$ cat src/rtl/carregador_programa.sv
// Program loader: receives a LEN / data / CSUM byte frame over valid/ready,
// writes each 16-bit word to program memory and holds the processor in reset until the image verifies.
module carregador_programa #(
    parameter int ADDR_W  = 8,
    parameter int TIMEOUT = 1023
) (
    input  logic              clock,
    input  logic              reset,
    input  logic              load,
    input  logic              in_valid,
    input  logic [7:0]        in_data,
    output logic              in_ready,
    output logic              mem_we,
    output logic [ADDR_W-1:0] mem_addr,
    output logic [15:0]       mem_wdata,
    output logic              proc_reset,
    output logic              done,
    output logic [1:0]        err_code
);

    localparam int IDLE_W = $clog2(TIMEOUT + 1);
    localparam logic [16:0]       CAPACITY  = 17'd1 << ADDR_W;
    localparam logic [IDLE_W-1:0] IDLE_LAST = IDLE_W'(TIMEOUT - 1);

    typedef enum logic [2:0] {
        LEN_HI, LEN_LO, DATA_HI, DATA_LO, CSUM_HI, CSUM_LO, DONE, ERR
    } state_t;

    state_t            state;
    logic [7:0]        hi_byte;
    logic [ADDR_W:0]   len;
    logic [ADDR_W:0]   index;
    logic [15:0]       sum;
    logic [IDLE_W-1:0] idle;
    logic              xfer;
    logic [15:0]       word;

    assign xfer = in_valid & in_ready;
    assign word = {hi_byte, in_data};

    always_ff @(posedge clock) begin
        if (!reset) begin
            state      <= LEN_HI;
            hi_byte    <= '0;
            len        <= '0;
            index      <= '0;
            sum        <= '0;
            idle       <= '0;
            in_ready   <= 1'b0;
            mem_we     <= 1'b0;
            mem_addr   <= '0;
            mem_wdata  <= '0;
            proc_reset <= 1'b1;
            done       <= 1'b0;
            err_code   <= '0;
        end else begin
            mem_we <= 1'b0;
            case (state)
                DONE, ERR: begin
                    if (load) begin
                        state      <= LEN_HI;
                        len        <= '0;
                        index      <= '0;
                        sum        <= '0;
                        idle       <= '0;
                        in_ready   <= 1'b1;
                        proc_reset <= 1'b1;
                        done       <= 1'b0;
                        err_code   <= '0;
                    end
                end
                default: begin
                    in_ready <= 1'b1;
                    if (xfer) begin
                        idle <= '0;
                        case (state)
                            LEN_HI: begin
                                hi_byte <= in_data;
                                state   <= LEN_LO;
                            end
                            LEN_LO: begin
                                if ({1'b0, word} > CAPACITY) begin
                                    state    <= ERR;
                                    err_code <= 2'd1;
                                    in_ready <= 1'b0;
                                end else begin
                                    len   <= word[ADDR_W:0];
                                    index <= '0;
                                    sum   <= '0;
                                    state <= (word == 16'h0000) ? CSUM_HI : DATA_HI;
                                end
                            end
                            DATA_HI: begin
                                hi_byte <= in_data;
                                state   <= DATA_LO;
                            end
                            DATA_LO: begin
                                mem_we    <= 1'b1;
                                mem_addr  <= index[ADDR_W-1:0];
                                mem_wdata <= word;
                                sum       <= sum + word;
                                index     <= index + 1'b1;
                                state     <= (index == len - 1'b1) ? CSUM_HI : DATA_HI;
                            end
                            CSUM_HI: begin
                                hi_byte <= in_data;
                                state   <= CSUM_LO;
                            end
                            CSUM_LO: begin
                                in_ready <= 1'b0;
                                if (word == sum) begin
                                    state      <= DONE;
                                    done       <= 1'b1;
                                    proc_reset <= 1'b0;
                                end else begin
                                    state    <= ERR;
                                    err_code <= 2'd2;
                                end
                            end
                            default: ;
                        endcase
                    end else if (state != LEN_HI) begin
                        // Idle time only counts once a frame has started.
                        if (idle == IDLE_LAST) begin
                            state    <= ERR;
                            err_code <= 2'd3;
                            in_ready <= 1'b0;
                        end else begin
                            idle <= idle + 1'b1;
                        end
                    end
                end
            endcase
        end
    end

endmodule

$ cat config.mk
export PLATFORM = sky130hd
export DESIGN_NAME = carregador_programa
export DESIGN_NICKNAME = d
export VERILOG_FILES = /design/src/rtl/carregador_programa.sv
export SDC_FILE = /design/constraint.sdc
export NUM_CORES = 1
export LEC_CHECK = 0
export CORE_MARGIN = 1.5
export CORE_UTILIZATION = 49
export CTS_BUF_LIST = sky130_fd_sc_hd__clkbuf_8
export CTS_CLUSTER_SIZE = 10
export DETAILED_ROUTE_END_ITERATION = 12
export DONT_BUFFER_PORTS = 1
export PLACE_DENSITY = 0.68
export SLEW_MARGIN = 10
export SYNTH_ARGS = -nofsm -noshare
export SYNTH_HDL_FRONTEND = slang
export SYNTH_SLANG_ARGS = --single-unit
$ cat constraint.sdc
create_clock -name clock -period 2.7 [get_ports clock]
set_clock_uncertainty 0.1 [all_clocks]
set_input_delay 0.54 -clock clock [delete_from_list [all_inputs] [get_ports clock]]
set_output_delay 0.54 -clock clock [all_outputs]
set_load 0.1 [all_outputs]
==> key figures <==
Outcome
  • Status: completed

Yosys
  • Mux contribution to synthesized area: 2.13%
  • Async set-reset flop share out of synthesis: 0%
  • Syn nets: 607
  • Seq/Total Area, Yosys: 36.3%
  • Xor and xnor area share after synthesis: 4.29%
  • Ys Warns: 0
  • Syn Std Cell Area: 4690 um2
  • Synth Area in Compound Gates: 22.1%
  • Largest family of logic cells by synthesized area: simple AND/OR/NAND/NOR gates
  • Synthesized-area fraction occupied by adder cells: 5.49%
  • Top FF cell, synth: dfxtp_1
  • Cells after Synth: 575
  • Synth Register Bits: 85
  • Post-synth EDFFs: 0
  • Syn_area_per_cell: 8.16 um2
  • Netlist cell types: 61
  • Simple-gate share of the synthesized area: 25.6%

STA
  • Final setup violation count: 0
  • Slew HR: 48.1%
  • Worst-Margin Slew: 0.779 ns
  • FMAX: 0.419 GHz
  • Max Slew Vio Count: 0
  • Worst hold margin: 0.207 ns
  • Tcrit/Tclk final: 88.3%
  • Fin. Hold Viols: 0
  • Final min period: 2.38 ns
  • RSZ-0062 raised after global routing: false
  • Setup_tns: 0 ns

Critical path
  • Crit Path Max Fanout: 3
  • Critical path arrival: 2.59 ns
  • Crit Path Class: flop to flop
  • Setup crit start kind: flop
  • FF-to-FF path depth: 9
  • Req. time, crit path: 2.91 ns
  • Endpoint class of the critical path: flop

Hold path
  • Hold Path Depth: 1
  • Worst hold path type: input port to flop

Finish
  • Sequential standard cell area: 1700 um2
  • Final cell count without fillers: 728
  • Area grow syn2layout: 11.4%
  • Commonest non-fill, non-tap cell in the layout: nand2_1
  • Final Util: 56.6%
  • Multi-input gate area in the final layout: 2800 um2
  • Ratio of cells with drive above 1 in the final layout: 11.5%
  • Layout Nets: 626
  • Ant. Diodes: 0
  • Filler cell count: 878
  • Commonest cells after routing, fill and taps aside: 100 x nand2_1, 85 x dfxtp_1, 41 x a21boi_0, 39 x buf_4, 32 x nor2_1

Clocking
  • Root Driver: clkbuf_8
  • Clock latency at the later pin of the worst-skew pair: 0.37 ns
  • Clk sinks: 85
  • Clock buffer depth: 2
  • Clk pin slew, worst setup/hold paths: 0.10 ns
  • # hold bufs at CTS: 0
  • CTS tree: done
  • Max H-tree Level: 3
  • Post-CTS setup buffer count: 0
  • # resized after CTS: 0
  • CTS Buf Count: 9

Place
  • Hpwl dp: 8.15 mm
  • Placer Congestion: 0.950
  • PortBufs: 0
  • Placed cells: 712

Floorplan
  • DIE AREA: 10200 um2
  • Effective utilization at floorplan: 50.8%
  • Core area: 9240 um2
  • IO Pins: 42
  • Die Height: 101 um
  • Die X-Extent: 101 um
  • Number of cell rows: 35

Global routing
  • Largest net degree at the start of global routing: 66
  • Total GRT Usage: 23.7%
  • First-pass GRT wire length: 19.1 mm
  • Initial antenna violation count: 0
  • Vias in the first global route: 3981
  • Gr ovfl total: 0

Drt
  • DRC viols: 0
  • Remaining antenna violation count: 0
  • Final wirelength: 11.5 mm
  • DRT Pass-1 Iters: 4
  • Avg WL per Cell: 15.7 um
  • Post-DR vias/cell: 5.79
  • Via Count: 4216
  • 1st-iter DRT viols: 134

Run
  • Max-Cap Viols: 0

Power
  • Pwr Density: 480 nW/um2
  • Leakage Power: 1.95 nW
  • Peak VDD IR: 0.283 mV
-- synthesized netlist by cell type, drive strengths merged, types with 4 or more instances --
| library cell | number | area [um2] |
|---|---|---|
| ha | 19 | 238 |
| buf | 6 | 36.3 |
| o31ai | 5 | 37.5 |
| clkbuf | 25 | 96.3 |
| a32o | 4 | 40.0 |
| nand3 | 31 | 160 |
| xor2 | 7 | 61.3 |
| nor3b | 4 | 35.0 |
| inv | 15 | 56.3 |
| xnor2 | 16 | 140 |
| o21ai | 29 | 149 |
| nor2b | 15 | 93.8 |
| a21o | 4 | 30.0 |
| or3 | 9 | 56.3 |
| a21boi | 43 | 330 |
| nor3 | 10 | 50.1 |
| or4 | 7 | 52.6 |
| o21a | 4 | 30.0 |
| nor2 | 33 | 126 |
| mux2i | 10 | 100 |
| nor4 | 12 | 105 |
| a21oi | 26 | 130 |
| a22oi | 7 | 52.6 |
| dfxtp | 85 | 1700 |
| o211ai | 6 | 45.0 |
| nand2 | 101 | 382 |
-- power by group --
group | internal [mW] | switching, mW | total [mW]
Combinational | 0.0911 | 0.154 | 0.245
Clock | 0.460 | 0.500 | 0.959
Sequential | 1.27 | 0.0287 | 1.30
Total | 1.82 | 0.683 | 2.51
-- sequential cells by signal, indices dropped and copies added, names as in the netlist, 2 cells and up --
register / cells
state: 3
err_code: 2
idle: 10
mem_wdata: 16
hi_byte: 8
index: 9
mem_addr: 8
len: 9
sum: 16
-- final cells by class --
class,count,area share [%]
multi-input combinational,443,53.7
inverter,16,1.15
clock inverter,6,1.32
timing repair buffer,39,5.60
tap,129,3.09
sequential,85,32.6
clock buffer,10,2.63
-- cell families after synthesis --
family	Yosys count
adder cells (fa/ha/maj)	20
XOR/XNOR	23
buffers and inverters	47
flip-flops	85
AND/OR/NAND/NOR	240
multiplexers	10
AO/OA/AOI/OAI	150
-- final timing paths --
kind,start,to,slack (ns)
worst max register to register,sum[0]$_SDFFE_PN0P_,sum[14]$_SDFFE_PN0P_,0.32
worst max-delay path,sum[0]$_SDFFE_PN0P_,sum[14]$_SDFFE_PN0P_,0.32
worst min-delay path,reset,index[0]$_SDFFE_PN0P_,0.21
worst min register to register,sum[10]$_SDFFE_PN0P_,sum[10]$_SDFFE_PN0P_,0.37
-- worst max-delay path, cell delays in order (launching register included) --
cell and delay [ns]:
dfxtp_1 0.36, ha_1 0.18, inv_1 0.06, fa_1 0.40, nor2b_1 0.16, o31a_1 0.20
o31a_1 0.17, o21ai_1 0.12, or4_1 0.48, nand3_1 0.09
-- per-stage QoR --
step                worst slack, ns  area (um2)  power (mW)
floorplan                     0.206        4690        1.53
global placement              0.217        5020        1.57
detailed placement            0.163        5020        1.57
CTS                           0.335        5230        2.53
global route                  0.123        5230        2.61
finish                        0.316        5230        2.51
-- per-layer routing --
metal / vias to the layer above / GRT usage (%) / share of wire (%)
li1: 2090 / - / -
met1: 1999 / 30.3 / 45
met2: 105 / 39.5 / 47
met3: 22 / 4.79 / 5.5
met4: 0 / 8.56 / 2.1
met5: - / 0 / 0
No activity file was read; power rests on OpenSTA's default activity.
